`config.mk`:
```
export PLATFORM = sky130hd
export DESIGN_NAME = uart_tx_framer
export DESIGN_NICKNAME = d
export VERILOG_FILES = /design/src/rtl/uart_tx_framer.sv
export SDC_FILE = /design/constraint.sdc
export NUM_CORES = 1
export LEC_CHECK = 0
export CAP_MARGIN = 20
export CORE_MARGIN = 1.5
export CORE_UTILIZATION = 58
export CTS_BUF_LIST = sky130_fd_sc_hd__clkbuf_4 sky130_fd_sc_hd__clkbuf_8 sky130_fd_sc_hd__clkbuf_16
export DETAILED_ROUTE_END_ITERATION = 8
export HOLD_SLACK_MARGIN = 0.02
export PLACE_DENSITY_LB_ADDON = 0.2
export SLEW_MARGIN = 15
export SYNTH_ARGS = -nofsm -noshare
export SYNTH_HDL_FRONTEND = slang
export SYNTH_SLANG_ARGS = --single-unit
```
`constraint.sdc`:
```
create_clock -name clk -period 3.2 [get_ports clk]
set_input_delay 0.64 -clock clk [delete_from_list [all_inputs] [get_ports clk]]
set_output_delay 0.64 -clock clk [all_outputs]
set_load 0.02 [all_outputs]
```
`src/rtl/uart_tx_framer.sv`:
```
// UART transmitter: valid/ready byte intake into a small FIFO, serialised as
// start, LSB-first data, optional parity and stop bit(s) at CLKS_PER_BIT clocks per bit.
module uart_tx_framer #(
    parameter int unsigned CLKS_PER_BIT = 16,
    parameter int unsigned DATA_BITS    = 8,
    parameter int unsigned PARITY_EN    = 0,
    parameter int unsigned PARITY_ODD   = 0,
    parameter int unsigned STOP_BITS    = 1,
    parameter int unsigned FIFO_DEPTH   = 4
) (
    input  logic                        clk,
    input  logic                        reset,
    input  logic [DATA_BITS-1:0]        tx_data,
    input  logic                        tx_valid,
    output logic                        tx_ready,
    output logic                        txd,
    output logic                        busy,
    output logic [$clog2(FIFO_DEPTH):0] fifo_level
);
    localparam int unsigned PtrW = $clog2(FIFO_DEPTH);
    localparam int unsigned LvlW = PtrW + 1;
    localparam int unsigned CntW = $clog2(CLKS_PER_BIT);

    typedef enum logic [2:0] {StIdle, StStart, StData, StParity, StStop} state_e;

    logic [DATA_BITS-1:0] mem_q [FIFO_DEPTH];
    logic [DATA_BITS-1:0] head;
    logic [PtrW-1:0]      wr_ptr_q, rd_ptr_q;
    logic [LvlW-1:0]      level_q, level_d;
    logic                 push, pop;

    state_e               state_q, state_d;
    logic [CntW-1:0]      clk_cnt_q, clk_cnt_d;
    logic [2:0]           bit_cnt_q, bit_cnt_d;
    logic [DATA_BITS-1:0] shift_q, shift_d;
    logic                 parity_q, parity_d;
    logic                 txd_q, txd_d;
    logic                 bit_done;

    assign tx_ready   = (level_q != LvlW'(FIFO_DEPTH));
    assign push       = tx_valid && tx_ready;
    assign head       = mem_q[rd_ptr_q];
    assign fifo_level = level_q;
    assign busy       = (state_q != StIdle) || (level_q != '0);
    assign txd        = txd_q;
    assign bit_done   = (clk_cnt_q == CntW'(CLKS_PER_BIT - 1));

    always_comb begin
        level_d = level_q;
        if (push && !pop) begin
            level_d = level_q + LvlW'(1);
        end else if (pop && !push) begin
            level_d = level_q - LvlW'(1);
        end
    end

    always_comb begin
        state_d   = state_q;
        clk_cnt_d = clk_cnt_q + CntW'(1);
        bit_cnt_d = bit_cnt_q;
        shift_d   = shift_q;
        parity_d  = parity_q;
        txd_d     = txd_q;
        pop       = 1'b0;

        unique case (state_q)
            StIdle: begin
                clk_cnt_d = '0;
                txd_d     = 1'b1;
                pop       = (level_q != '0);
            end
            StStart: begin
                if (bit_done) begin
                    clk_cnt_d = '0;
                    bit_cnt_d = '0;
                    txd_d     = shift_q[0];
                    state_d   = StData;
                end
            end
            StData: begin
                if (bit_done) begin
                    clk_cnt_d = '0;
                    if (bit_cnt_q == 3'(DATA_BITS - 1)) begin
                        bit_cnt_d = '0;
                        if (PARITY_EN != 0) begin
                            txd_d   = parity_q;
                            state_d = StParity;
                        end else begin
                            txd_d   = 1'b1;
                            state_d = StStop;
                        end
                    end else begin
                        bit_cnt_d = bit_cnt_q + 3'd1;
                        shift_d   = shift_q >> 1;
                        txd_d     = shift_q[1];
                    end
                end
            end
            StParity: begin
                if (bit_done) begin
                    clk_cnt_d = '0;
                    bit_cnt_d = '0;
                    txd_d     = 1'b1;
                    state_d   = StStop;
                end
            end
            StStop: begin
                if (bit_done) begin
                    clk_cnt_d = '0;
                    if (bit_cnt_q == 3'(STOP_BITS - 1)) begin
                        bit_cnt_d = '0;
                        txd_d     = 1'b1;
                        state_d   = StIdle;
                        // Chain straight into the next frame when data is waiting.
                        pop       = (level_q != '0);
                    end else begin
                        bit_cnt_d = bit_cnt_q + 3'd1;
                    end
                end
            end
            default: begin
                state_d = StIdle;
                txd_d   = 1'b1;
            end
        endcase

        if (pop) begin
            shift_d   = head;
            parity_d  = (^head) ^ (PARITY_ODD != 0);
            txd_d     = 1'b0;
            clk_cnt_d = '0;
            bit_cnt_d = '0;
            state_d   = StStart;
        end
    end

    // Storage has no reset; only occupied entries are ever read.
    always_ff @(posedge clk) begin
        if (push) begin
            mem_q[wr_ptr_q] <= tx_data;
        end
    end

    always_ff @(posedge clk or negedge reset) begin
        if (!reset) begin
            wr_ptr_q  <= '0;
            rd_ptr_q  <= '0;
            level_q   <= '0;
            state_q   <= StIdle;
            clk_cnt_q <= '0;
            bit_cnt_q <= '0;
            shift_q   <= '0;
            parity_q  <= 1'b0;
            txd_q     <= 1'b1;
        end else begin
            if (push) begin
                wr_ptr_q <= wr_ptr_q + PtrW'(1);
            end
            if (pop) begin
                rd_ptr_q <= rd_ptr_q + PtrW'(1);
            end
            level_q   <= level_d;
            state_q   <= state_d;
            clk_cnt_q <= clk_cnt_d;
            bit_cnt_q <= bit_cnt_d;
            shift_q   <= shift_d;
            parity_q  <= parity_d;
            txd_q     <= txd_d;
        end
    end

endmodule
```
After elaboration in Yosys (flattened, before gate mapping)
Memories as Yosys holds them, arrays and structs flattened.
Index checks and enable logic that the tools add are counted.

storage, ports and cells
  register bits after elaboration = 26
  bits in writable memories = 32
  input port bits = 11
  output and inout bits = 6
  logic and storage cells = 88
  memories kept = 1

cells by class
  add/sub/neg operators = 6
  eq/ne operators = 16
  mux-type cells = 37
  reductions and logical operators = 20

memories
  name   depth  width  read ports  clocked after Yosys merged registers in  wr ports  RTL line  RTL
  mem_q  4      8      1           0                                        1         26        logic [DATA_BITS-1:0] mem_q [FIFO_DEPTH];

operators with widths
  operator             number
  $mux 3               15
  $mux 8               4
  $ne 3x3->1 const B   7
  $pmux 3 s5           1
  $mux 1               11
  $pmux 3 s3           1
  $mux 4               2
  $pmux 4 s2           1
  $reduce_and 7->1     1
  $add 3x1->3 const B  2
  $eq 3x2->1 const B   2
  $eq 3x3->1 const B   2
  $logic_not 3->1      2
  $reduce_bool 2->1    3
  $reduce_bool 3->1    2
  $reduce_and 5->1     1
  $add 2x1->2 const B  2
  $add 4x1->4 const B  1
  $eq 4x4->1 const B   1
  $ne 2x2->1 const B   2
  $pmux 1 s4           1
  $reduce_and 4->1     1
  $reduce_bool 4->1    1
  $reduce_or 4->1      1
  9 further kinds      12

Longest topological paths before layout
  word-level depth = 7
  gate-level depth with buffers = 13

Least setup slack after synthesis
No wires, ideal clock.

  kind = reg-to-reg
  from = reg bit_cnt_q[0]
  to = reg level_q[1] (netlist: fifo_level[1])
  data arrival time = 2.135 ns
  required time = 3.075 ns
  path slack = 0.941 ns
  stages on the path, launching flop included = 12
  period minus slack after synthesis = 2.259 ns
  path through = dfrtp_1 inv_1 ha_1 nor2b_1 nand2_1 a21oi_1 buf_4 inv_1 ha_1 inv_1 fa_1 mux2_2

on the way
  cells in the longest elaborated chain, start to end = 7

ends and longest elaborated chain
  element                 RTL line  RTL
  from (decl)             34        logic [2:0] bit_cnt_q, bit_cnt_d;
  from (signal assigned)  165       bit_cnt_q <= bit_cnt_d;
  $logic_not 3->1         110       if (bit_cnt_q == 3'(STOP_BITS - 1)) begin
  $mux 1                  110
  $mux 1                  108       if (bit_done) begin
  $pmux 1 s2              66        unique case (state_q)
  $logic_not 1->1         50        if (push && !pop) begin
  $logic_and 1x1->1       50
  $mux 3                  50
  net level_d[1]          29        logic [LvlW-1:0] level_q, level_d;
  to (signal assigned)    162       level_q <= level_d;
  to (decl)               29

The timed path passes the listed nets, and every way through them passes these cells.
A chain may end at the register's enable or synchronous reset.

Final worst setup path
  from = reg state_q[1]
  to = out busy

on the way
  cells in the longest elaborated chain, start to end = 2

ends and longest elaborated chain
  element                 RTL line  RTL
  from (decl)             32        state_e state_q, state_d;
  from (signal assigned)  149       state_q <= StIdle;
  from (signal assigned)  163       state_q <= state_d;
  $reduce_bool 3->1       44        assign busy = (state_q != StIdle) || (level_q != '0);
  $logic_or 1x1->1        44
  to (decl)               17        output logic busy,

No other way between the ends.

==> flow_metrics.tcl <==
set metrics [dict create \
    status "finished clean" \
    crit_start "state_q[1]" \
    ff2ff_path_depth 10 \
    boundaryPins 17 \
    grt_use_met3_pct 4.651 \
    std_cell_rows 24 \
    drc 0 \
    initial_core_util_pct 59.84 \
    antenna_found_initial 0 \
    post-cts-setup-buffers 0 \
    grt_pass1_wl_um 7148 \
    post_drt_wl_per_cell_um 16.27 \
    cts-root-buf "clkbuf_8" \
    layout_setup_ws_ps 694.3 \
    grt_usage_pct 19.57 \
    synth_fa_ha_area_share_pct 5.126 \
    fin_crit_ps 2506 \
    final_antenna_net_count 0 \
    busiest_layer "met2" \
    syn_nets 203 \
    hold_buffers 0 \
    grt_max_degree 27 \
    grt_pass1_vias 1560 \
    final_common_cell "edfxtp_1" \
    insertion_delay_ps 330 \
    async_flop_share_pct 44.83 \
    end_kind "output port" \
    firstDrtPassIters 4 \
    grt.overflow.total 0 \
    synth_edf_count 32 \
    synthDistinctLibCells 42 \
    seqCellArea_um2 1613 \
    synth_area_um2 2587 \
    netlist_instances 182 \
    ys.flop_type "edfxtp_1" \
    synth-xor-area-share_pct 2.708 \
    fin_hold_ws_ps 465.4 \
    crit_path_end "busy" \
    post-dp-hpwl_um 2935 \
    cp.required_ps 2560 \
    initialDrtViolationCount 101 \
    synth_mux_area_share_pct 10.59 \
    cp.arrival_ps 1870 \
    path_clk_slew_ps 60 \
    drive_gt1_share_pct 14.83 \
    maxSlewHeadroom_pct 59.43 \
    die_w_um 69.79 \
    n_antenna_cell 0 \
    finalMaxSlewViolations 0 \
    io_buffers 16 \
    ys_warn_count 0 \
    crit_type "register to output port" \
    cts_tree "yes" \
    yosysSeqAreaShare_pct 62.33 \
    nFillCells 288 \
    r2r_end "fifo_level[1]" \
    fin_area_um2 2963 \
    vias 1487 \
    vdd_ir_drop_max_mv 0.4532 \
    cp-start-kind "register" \
    grt_use_met1_pct 22.71 \
    fin_tns_setup_ps 0 \
    final_cell_mix "edfxtp_1 (32), dfrtp_1 (25), clkdlybuf4s50_1 (16), nand2_1 (15), nor2_1 (10)" \
    critPathMaxFanout 8 \
    avgSynthCellArea_um2 14.22 \
    synth_compound_area_share_pct 6.286 \
    multi_input_area_um2 905.9 \
    timing.rr.start "bit_cnt_q[0]" \
    cts_sinks 58 \
    final-setup-viol-count 0 \
    timing.final.crit_share_pct 78.30 \
    hold_viol_final 0 \
    wirelength_um 4246 \
    cts_resized 0 \
    dieArea_um2 4871 \
    area_growth_pct 14.51 \
    final_net_count 226 \
    min_path_type "register to register" \
    vias_per_cell 5.697 \
    pwr_density_cell_nw_per_um2 653.9 \
    core-area_um2 4324 \
    max_freq_mhz 399.1 \
    place_ws_ps 579.4 \
    rsz0062_at_grt "false" \
    synth-simple-area-share_pct 10.30 \
    synth-seq-cells 58 \
    h-tree-depth 3 \
    gp_congestion 0.8187 \
    skew_ps 8.974 \
    p_leak_nw 1.156 \
    worst_slew_pin_slew_ps 608.5 \
    grt_use_met2_pct 33.65 \
    dpl_cell_area_um2 2785 \
    die_height_um 69.79 \
    clockBufferDepth 2 \
    maxCapViolCount 0 \
    reg2reg_slack_ps 840 \
    numCtsBuffers 9 \
    synth_top_family_by_area "multiplexers" \
]
[flip-flops by register name (all words and copies together) (netlist names)]
| name | cells |
|---|---|
| bit_cnt_q | 3 |
| shift_q | 8 |
| wr_ptr_q | 2 |
| txd | 1 |
| mem_q | 32 |
| rd_ptr_q | 2 |
| fifo_level | 3 |
| clk_cnt_q | 4 |
| state_q | 3 |
[power by group]
group | switching, mW | internal (mW)
registers | 0.0617 | 0.914
logic | 0.191 | 0.154
clock network | 0.262 | 0.354
[final cells by class]
type                       count  area share (%)
multi-input combinational    111           30.57
timing repair buffer          18           5.912
clock inverter                 5           1.563
clock buffer                  10           4.434
tap                           52           2.196
inverter                       7          0.8868
sequential                    58           54.43
[synth_stat cells (4+ instances only)]
library cell	n	area share, %
inv_1	7	1.0
o21ai_0	9	1.7
mux2i_1	6	2.3
nand3_1	4	0.77
nand2_1	15	2.2
ha_1	9	4.4
nor2_1	10	1.5
dfrtp_1	25	24
edfxtp_1	32	37
xnor2_1	4	1.4
nor3_1	4	0.77
mux4_2	8	7.0
xor2_1	4	1.4
and3_1	5	1.2
[logic make-up after synthesis]
logic type                 count (synthesis)
DFF                                       58
and+or+nand+nor                           51
AOI/OAI and AO/OA                         25
muxes                                     17
buffers and inverters                     13
adders and majority gates                 10
xor gates and xnor gates                   8
[critical path, stage by stage (launching register included)]
cell	delay (ps)
dfrtp_1	450
or2_1	330
nor2_1	150
nand2_1	70
clkdlybuf4s50_1	540
[how the worst min path moves through the flow]
stage / from / endpoint / slack [ps] / depth (start not counted)
finish: clk_cnt_q[0] / clk_cnt_q[0] / 470 / 1
global route: clk_cnt_q[0] / clk_cnt_q[0] / 480 / 1
CTS: clk_cnt_q[0] / clk_cnt_q[0] / 470 / 1
detailed placement: clk_cnt_q[0] / clk_cnt_q[0] / 460 / 1
global placement: clk_cnt_q[0] / clk_cnt_q[0] / 450 / 1
floorplan: reset / bit_cnt_q[0] / 340 / 0
[stage by stage]
step / cells / power [mW] / util, %
after global routing: 261 / 2.023 / 68.52
final: 261 / 1.938 / 68.52
after floorplan: 182 / 1.182 / -
after detailed placement: 246 / 1.333 / 64.41
after global placement: 246 / 1.296 / 64.41
after CTS: 261 / 1.956 / 68.52
[per-layer routing]
layer  wire length (µm)  vias up
met2               2188       39
met1               1799      725
met5                  0        -
met4                102        0
met3                156       10
li1                   -      713
No activity file was read; power rests on OpenSTA's default activity.
